`src/rtl/pwm_multi_pkg.sv`:
```
// Shared types and helpers for the multi-channel PWM generator.
package pwm_multi_pkg;

  typedef enum logic {
    MODE_EDGE   = 1'b0,
    MODE_CENTER = 1'b1
  } mode_e;

  typedef enum logic {
    DIR_UP   = 1'b0,
    DIR_DOWN = 1'b1
  } dir_e;

  function automatic int unsigned clog2(input int unsigned v);
    int unsigned r;
    r = 0;
    for (int unsigned i = 0; i < 32; i++) begin
      if ((64'd1 << i) < 64'(v)) r = i + 1;
    end
    return r;
  endfunction

  // Per-channel mixer amplitude so that NUM_CH full-scale contributions fit the sample width.
  function automatic longint unsigned mix_level(input int unsigned sample_width,
                                                input int unsigned num_ch);
    return ((64'd1 << (sample_width - 1)) - 64'd1) >> clog2(num_ch);
  endfunction

endpackage

```
`src/rtl/pwm_channel.sv`:
```
// One PWM channel: double-buffered duty, edge/center counter, compare and output invert.
module pwm_channel
  import pwm_multi_pkg::*;
#(
  parameter int unsigned CNT_WIDTH = 8
) (
  input  logic                 clk,
  input  logic                 reset_n,
  input  logic                 tick_i,
  input  logic                 enable_i,
  input  logic                 center_i,
  input  logic                 invert_i,
  input  logic                 wr_hit_i,
  input  logic [CNT_WIDTH:0]   wr_data_i,
  output logic                 lvl_o,
  output logic                 pwm_o
);

  localparam logic [CNT_WIDTH-1:0] CNT_MAX = '1;

  logic [CNT_WIDTH-1:0] cnt_q, cnt_d;
  dir_e                 dir_q, dir_d;
  logic [CNT_WIDTH:0]   shadow_q, shadow_d;
  logic [CNT_WIDTH:0]   active_q, active_d;
  logic                 pwm_q, pwm_d;
  logic                 boundary;
  mode_e                mode;

  always_comb begin
    mode     = mode_e'(center_i);
    cnt_d    = cnt_q;
    dir_d    = dir_q;
    active_d = active_q;
    boundary = 1'b0;
    shadow_d = wr_hit_i ? wr_data_i : shadow_q;
    lvl_o    = enable_i && ({1'b0, cnt_q} < active_q);
    pwm_d    = lvl_o ^ invert_i;

    if (!enable_i) begin
      cnt_d    = '0;
      dir_d    = DIR_UP;
      active_d = shadow_q;
    end else if (tick_i) begin
      // Edge mode pins dir to up, so a later switch to center resumes counting upward.
      if (mode == MODE_EDGE) begin
        boundary = (cnt_q == CNT_MAX);
        cnt_d    = cnt_q + 1'b1;
        dir_d    = DIR_UP;
      end else begin
        boundary = (cnt_q == '0) && (dir_q == DIR_DOWN);
        if (dir_q == DIR_UP) begin
          if (cnt_q == CNT_MAX) dir_d = DIR_DOWN;
          else                  cnt_d = cnt_q + 1'b1;
        end else begin
          if (cnt_q == '0) dir_d = DIR_UP;
          else             cnt_d = cnt_q - 1'b1;
        end
      end
      if (boundary) active_d = wr_hit_i ? wr_data_i : shadow_q;
    end
  end

  always_ff @(posedge clk or negedge reset_n) begin
    if (!reset_n) begin
      cnt_q    <= '0;
      dir_q    <= DIR_UP;
      shadow_q <= '0;
      active_q <= '0;
      pwm_q    <= 1'b0;
    end else begin
      cnt_q    <= cnt_d;
      dir_q    <= dir_d;
      shadow_q <= shadow_d;
      active_q <= active_d;
      pwm_q    <= pwm_d;
    end
  end

  assign pwm_o = pwm_q;

endmodule

```
`src/rtl/pwm_multi_gen.sv`:
```
// Multi-channel PWM generator: shared prescaler, duty write decode, channel array and sample mixer.
module pwm_multi_gen
  import pwm_multi_pkg::*;
#(
  parameter  int unsigned NUM_CH         = 4,
  parameter  int unsigned CNT_WIDTH      = 8,
  parameter  int unsigned PRESCALE_WIDTH = 16,
  parameter  int unsigned SAMPLE_WIDTH   = 24,
  localparam int unsigned AW             = (NUM_CH > 1) ? clog2(NUM_CH) : 1
) (
  input  logic                      clk,
  input  logic                      reset_n,
  input  logic [PRESCALE_WIDTH-1:0] prescale,
  input  logic                      wr_en,
  input  logic [AW-1:0]             wr_addr,
  input  logic [CNT_WIDTH:0]        wr_data,
  input  logic [NUM_CH-1:0]         ch_enable,
  input  logic [NUM_CH-1:0]         ch_center,
  input  logic [NUM_CH-1:0]         ch_invert,
  input  logic                      sample_en,
  output logic [NUM_CH-1:0]         pwm_out,
  output logic [SAMPLE_WIDTH-1:0]   sample_out,
  output logic                      sample_valid
);

  localparam logic [CNT_WIDTH:0] DUTY_FULL = {1'b1, {CNT_WIDTH{1'b0}}};
  localparam logic signed [SAMPLE_WIDTH-1:0] LEVEL = SAMPLE_WIDTH'(mix_level(SAMPLE_WIDTH, NUM_CH));

  logic [PRESCALE_WIDTH-1:0] presc_q, presc_d, presc_last;
  logic                      tick;
  logic [CNT_WIDTH:0]        wr_data_sat;
  logic [NUM_CH-1:0]         wr_hit;
  logic [NUM_CH-1:0]         lvl;
  logic signed [SAMPLE_WIDTH-1:0] mix;
  logic [SAMPLE_WIDTH-1:0]   sample_q, sample_d;
  logic                      valid_q;

  // Comparing with >= lets a shrinking prescale wrap on the next cycle instead of running to overflow.
  always_comb begin
    presc_last = (prescale == '0) ? '0 : prescale - 1'b1;
    tick       = (presc_q >= presc_last);
    presc_d    = tick ? '0 : presc_q + 1'b1;
  end

  always_comb begin
    wr_data_sat = (wr_data > DUTY_FULL) ? DUTY_FULL : wr_data;
    wr_hit      = '0;
    for (int unsigned i = 0; i < NUM_CH; i++) begin
      wr_hit[i] = wr_en && (32'(wr_addr) == i);
    end
  end

  for (genvar g = 0; g < NUM_CH; g++) begin : g_ch
    pwm_channel #(
      .CNT_WIDTH (CNT_WIDTH)
    ) u_ch (
      .clk       (clk),
      .reset_n   (reset_n),
      .tick_i    (tick),
      .enable_i  (ch_enable[g]),
      .center_i  (ch_center[g]),
      .invert_i  (ch_invert[g]),
      .wr_hit_i  (wr_hit[g]),
      .wr_data_i (wr_data_sat),
      .lvl_o     (lvl[g]),
      .pwm_o     (pwm_out[g])
    );
  end

  always_comb begin
    mix = '0;
    for (int unsigned i = 0; i < NUM_CH; i++) begin
      if (ch_enable[i]) mix = lvl[i] ? (mix + LEVEL) : (mix - LEVEL);
    end
    sample_d = sample_en ? mix : sample_q;
  end

  always_ff @(posedge clk or negedge reset_n) begin
    if (!reset_n) begin
      presc_q  <= '0;
      sample_q <= '0;
      valid_q  <= 1'b0;
    end else begin
      presc_q  <= presc_d;
      sample_q <= sample_d;
      valid_q  <= sample_en;
    end
  end

  assign sample_out   = sample_q;
  assign sample_valid = valid_q;

endmodule

```
`config.mk`:
```
export PLATFORM = sky130hd
export DESIGN_NAME = pwm_multi_gen
export DESIGN_NICKNAME = d
export VERILOG_FILES = /design/src/rtl/pwm_multi_pkg.sv /design/src/rtl/pwm_channel.sv /design/src/rtl/pwm_multi_gen.sv
export SDC_FILE = /design/constraint.sdc
export NUM_CORES = 1
export LEC_CHECK = 0
export CORE_ASPECT_RATIO = 1.5
export CORE_MARGIN = 1
export CORE_UTILIZATION = 29
export CTS_CLUSTER_SIZE = 24
export DETAILED_ROUTE_END_ITERATION = 6
export GPL_TIMING_DRIVEN = 0
export PLACE_DENSITY = 0.53
export SYNTH_ARGS = -nofsm -noshare
export SYNTH_HDL_FRONTEND = slang
export SYNTH_SLANG_ARGS = --single-unit
```
`constraint.sdc`:
```
create_clock -name clk -period 11.2 [get_ports clk]
set_input_delay 1.12 -clock clk [delete_from_list [all_inputs] [get_ports clk]]
set_output_delay 1.12 -clock clk [all_outputs]
set_load 0.005 [all_outputs]
```
### Word level (Yosys, flattened, before mapping)

Cells that the tools add are included.

* output and inout bits: 29
* register bits: 153
* memories: 0
* word-level logic and storage cells: 185
* latch bits: 0
* memory bits (writable): 0
* memory bits (read-only): 0
* input bits: 43

* add/subtract/negate cells: 16
* multiply operators: 0
* multiplexer cells: 87
* shifts and indexed selects: 0
* bitwise logic cells: 4
* eq/ne operators: 23
* reductions and logical operators: 26
* div/mod/pow operators: 0
* magnitude comparators: 6

Operator list (count)
* $mux 24: 8
* $mux 8: 24
* $mux 9: 17
* $add 24x22->24 const B: 3
* $sub 24x22->24 const B: 3
* $lt 8x9->1: 4
* $mux 1: 36
* $add 8x1->8 const B: 4
* $eq 8x8->1 const B: 4
* $logic_not 8->1: 4
* $mux 16: 2
* $sub 8x1->8 const B: 4
* $add 16x1->16 const B: 1
* $ge 16x16->1: 1
* $logic_not 16->1: 1
* $ne 2x1->1 const B: 8
* $ne 4x3->1 const B: 4
* $ne 4x4->1 const B: 4
* $sub 16x1->16 const B: 1
* $logic_and 1x1->1: 12
* $reduce_and 3->1: 4
* $gt 9x9->1 const B: 1
* $reduce_and 2->1: 4
* $eq 2x2->1 const B: 2
* 3 further kinds: 6

### Depth between registers and ports, before layout

* depth after elaboration: 13
* gate-level depth with buffers: 36
* depth with buffers taken out: 35

### Modules after synthesis

Synthesis repeated with hierarchy kept, for this count alone.

* cells, all modules: 1186
* area total of the unflattened synthesis: 11418.5 µm²

By module, submodules not included
* pwm_channel (g_ch[0].u_ch ...): cells an instance 154, instances 3, sequential area each 700.7 µm², area each 1711.6 µm²
* pwm_multi_gen: cells an instance 573, instances 1, sequential area each 1026.0 µm², area each 4600.7 µm²
* pwm_channel (g_ch[2].u_ch): cells an instance 151, instances 1, sequential area each 700.7 µm², area each 1682.9 µm²

### Least setup slack after synthesis

Ideal clock, no wire load.

* kind: input to register
* start: input ch_enable[1]
* end: register sample_q[23] (netlist: sample_out[23])
* setup time: 0.140 ns
* setup slack: 4.136 ns
* data required time: 11.060 ns
* buffers on the path: 3
* stages: 30
* arrival: 6.924 ns
* cells stage by stage: clkbuf_1 clkbuf_1 o21ai_0 a31o_2 fa_1 inv_1 fa_1 fa_1 inv_1 fa_1 nor2b_1 nor2_1 inv_1 ha_1 clkbuf_1 o31a_1 o21ai_0 a21boi_0 o21a_1 o21a_1 o31ai_1 ha_1 o21bai_1 nor2_1 nor3_1 o31ai_4 a41oi_1 mux2_2 o211ai_1 o311ai_1

* longest elaborated chain between the ends: 9
* elaborated cells on any way between the ends: 11
* those cells by class: add/sub (4); mux (6); reduce/logical (1)

Ends and longest elaborated chain
* start: declaration: RTL line pwm_multi_gen.sv:17 `input logic [NUM_CH-1:0] ch_enable,`
* $logic_and 1x1->1: RTL line pwm_channel.sv:36 `lvl_o = enable_i && ({1'b0, cnt_q} < active_q);`
* $mux 24: RTL line pwm_multi_gen.sv:73 `if (ch_enable[i]) mix = lvl[i] ? (mix + LEVEL) : (mix - LEVEL);`
* $mux 24 (*): RTL line pwm_multi_gen.sv:73
* $sub 24x22->24 or $add 24x22->24 (tied branches): RTL line pwm_multi_gen.sv:73
* $mux 24: RTL line pwm_multi_gen.sv:73
* $mux 24 (*): RTL line pwm_multi_gen.sv:73
* $sub 24x22->24 or $add 24x22->24 (tied branches): RTL line pwm_multi_gen.sv:73
* $mux 24: RTL line pwm_multi_gen.sv:73
* $mux 24 (*): RTL line pwm_multi_gen.sv:73
* end signal: assignment: RTL line pwm_multi_gen.sv:85 `sample_q <= sample_d;`
* end: declaration: RTL line pwm_multi_gen.sv:35 `logic [SAMPLE_WIDTH-1:0] sample_q, sample_d;`

Every way passes the cells marked *; elsewhere a longest branch is shown, timed or not.
A chain may end at the register's enable or synchronous reset.

### Worst setup path after layout

Ends and elaborated chain as after synthesis.

==> results.py <==
metrics = {
    "outcome": {
        "outcome": "finished with violations",
        "violations": "DRC",
    },
    "sta": {
        "tns_ps": 0,
        "rsz0062_at_grt": "false",
        "period_needed_ps": 8750,
        "drv_slew": 0,
        "final-setup-viol-count": 0,
        "relSlewSlack_pct": 23.0,
        "max_freq_ghz": 0.114,
        "fin_ws_ps": 2450,
        "max_slew.worst_pin.slew_ps": 1140,
        "period_share_pct": 78.1,
        "finClkSkew_ps": 9.75,
        "hold_viol": 0,
        "worst_hold_slack_ps": 498,
    },
    "hold_path": {
        "hold_class": "register to register",
        "hp-start": "g_ch[1].u_ch.shadow_q[8]",
        "whs_endpoint": "g_ch[1].u_ch.active_q[8]",
        "whs_path_depth": 2,
    },
    "worst_setup_path": {
        "critPathRequiredTime_ps": 11510,
        "crit_path_end_kind": "register",
        "crit_type": "input port to register",
        "crit_top_cell": "fa_1",
        "start_kind": "input port",
        "r2r_end": "sample_out[23]",
        "r2r_slack_ps": 3000,
        "critPathArrivalTime_ps": 9060,
        "reg2reg_from": "g_ch[1].u_ch.cnt_q[1]",
        "crit_path_max_fanout": 10,
        "max_stage_delay_ps": 720,
        "critPathSlowestCell": "clkdlybuf4s50_1",
        "rr_worst_depth": 34,
    },
    "logic_synthesis": {
        "ys_async_sr_fraction_pct": 100,
        "synth_ff_type": "dfrtp_1",
        "ys_seq_elements": 153,
        "synth_area_um2": 11600,
        "synth_top_family_by_area": "compound AO/OA/AOI/OAI gates",
        "synth_warnings": 0,
        "yosysUniqueCellTypes": 70,
        "synthXorXnorAreaFrac_pct": 4.67,
        "yosys-top-cells-area": "dfrtp_1, ha_1, nand2_1",
        "synth_edf_count": 0,
        "synthSimpleGateAreaFrac_pct": 18.7,
        "synth_compound_area_share_pct": 24.1,
        "syn_avg_cell_area_um2": 8.54,
        "yosysTopAreaCellShare_pct": 33.0,
        "synth_top_cell_by_area": "dfrtp_1",
        "seq_area_frac_synth_pct": 33.0,
        "yosys.area_share.adder_pct": 11.2,
        "yosys-mux-area-fraction_pct": 2.20,
        "synth_nets": 1499,
        "postSynthCellCount": 1358,
    },
    "cells_and_area": {
        "area_delta_synth_final_pct": 16.3,
        "layout-drive-gt1-share_pct": 5.90,
        "layout_commonest_cell": "dfrtp_1",
        "fin_nets": 1586,
        "final_cells": 1958,
        "diodes": 0,
        "final_cell_mix": "dfrtp_1, nand2_1, inv_1",
        "utilization_pct": 34.2,
    },
    "placed_design": {
        "place.gp.congestion": 0.923,
        "place_inst": 1926,
        "port_buffers": 67,
        "dp_hpwl_um": 26300,
        "pre_cts_slack_ps": 2110,
    },
    "routing": {
        "wl_per_cell_um": 17.5,
        "avgViaCountPerCell": 5.34,
        "drtPass1Iterations": 7,
        "num_vias": 10500,
        "wl_um": 34200,
        "ant_nets": 0,
        "drtIter0Drc": 720,
        "route.detailed.drc": 6,
    },
    "clock_tree": {
        "cts_hold_buf": 0,
        "cts-resized-gates": 0,
        "postCtsSetupRepairBufs": 0,
        "cts.clk_slew.worst_paths_ps": 70,
        "cts_tree": "done",
        "htreeDepth": 4,
        "root_buffer": "clkbuf_16",
        "clk_latency_ps": 450,
        "ctsLongestPathBuffers": 2,
        "cts_made_buffers": 17,
        "clock_sinks": 153,
    },
    "global_routing": {
        "use_met2_pct": 31.2,
        "grt_pass1_wl_um": 55100,
        "grt_pass1_vias": 10100,
        "busiest_layer": "met2",
        "antenna_found_initial": 0,
        "grt_max_degree": 104,
        "met3_usage_pct": 1.86,
        "gr-total-overflow": 0,
        "track_usage_pct": 17.5,
        "met1_usage_pct": 20.5,
    },
    "floorplan": {
        "num_rows": 89,
        "pin_count": 72,
        "dieArea_um2": 40800,
        "die_w_um": 165,
        "core_um2": 39400,
        "start_util_pct": 29.4,
        "die_y_um": 247,
    },
    "run": {
        "cap_viol_max_count": 0,
    },
    "power_and_ir_drop": {
        "p_leak_nw": 5.78,
        "p_per_area_nw_per_um2": 191,
        "irDropWorstVdd_mv": 0.116,
    },
}
[kinds of logic after synthesis]
logic type	Yosys count
adders and majority gates	98
xor gates and xnor gates	60
and+or+nand+nor	437
AOI/OAI and AO/OA	406
DFF	153
muxes	24
buffers and inverters	180
[critical path: cells and delay by family]
family	cells	cell delay (ps)
AO/OA/AOI/OAI	12	2870
adder cells (fa/ha/maj)	6	2110
buffers and inverters	6	1680
AND/OR/NAND/NOR	6	900
multiplexers	1	370
[per-stage QoR]
stage / cell area [µm²] / total power [W]
CTS: 13500 / 0.00259
floorplan: 11600 / 0.00159
global route: 13500 / 0.00276
global placement: 12900 / 0.00200
finish: 13500 / 0.00258
detailed placement: 12900 / 0.00201
[area by class of cell]
cell class                 count  area (µm²)
tap                          500         626
clock inverter                14         125
sequential                   153        3830
fill                        4161       25900
buffer                        76         323
timing repair buffer          68         703
clock buffer                  18         439
inverter                     104         390
multi-input combinational   1025        7060
[Yosys cell counts (7+ instances only)]
master,instances
a221o_1,12
a31oi_1,11
nand3_1,50
nand2_1,134
nand2b_1,32
mux2_2,12
dfrtp_1,153
o211ai_1,15
a21oi_1,91
a21o_1,33
nor2b_1,21
nor2_1,82
a21boi_0,7
o21a_1,17
nor3_1,25
clkbuf_1,56
o31ai_1,32
buf_2,12
nor4_1,7
xnor2_1,29
inv_1,102
nand4_1,18
o21ai_0,80
o221ai_1,21
mux2i_1,12
or4_1,30
o311ai_0,27
xor2_1,30
ha_1,89
fa_1,9
and3_1,9
[power breakdown]
part | internal (W) | total (W) | switching, W
Combinational | 0.000535 | 0.00128 | 0.000741
Sequential | 0.000655 | 0.000730 | 0.0000744
Clock | 0.000298 | 0.000570 | 0.000271
[sequential cells by signal (all words and copies together), names as in the netlist]
| name | count |
|---|---|
| presc_q | 16 |
| sample_valid | 1 |
| g_ch.u_ch.pwm_o | 4 |
| sample_out | 24 |
| g_ch.u_ch.active_q | 36 |
| g_ch.u_ch.dir_q | 4 |
| g_ch.u_ch.cnt_q | 32 |
| g_ch.u_ch.shadow_q | 36 |
[metal layers]
metal  vias up  part of all wire (%)
li1       5134                     -
met1      5023                    42
met2       245                    51
met3        61                   3.2
met4         0                   4.1
met5         -                     0
[worst max path at each step]
| stage | from | end | slack (ps) | cells past startpoint |
|---|---|---|---|---|
| 2_1_floorplan | ch_enable[1] | sample_out[23] | 4140 | 30 |
| 3_3_place_gp | ch_enable[1] | sample_out[23] | 2130 | 32 |
| 3_5_place_dp | ch_enable[1] | sample_out[23] | 2110 | 32 |
| 4_1_cts | ch_enable[1] | sample_out[23] | 2590 | 32 |
| 5_1_grt | ch_enable[1] | sample_out[23] | 1980 | 32 |
| 6_report | ch_enable[1] | sample_out[23] | 2450 | 31 |
Power figures use the tool's default switching activity.
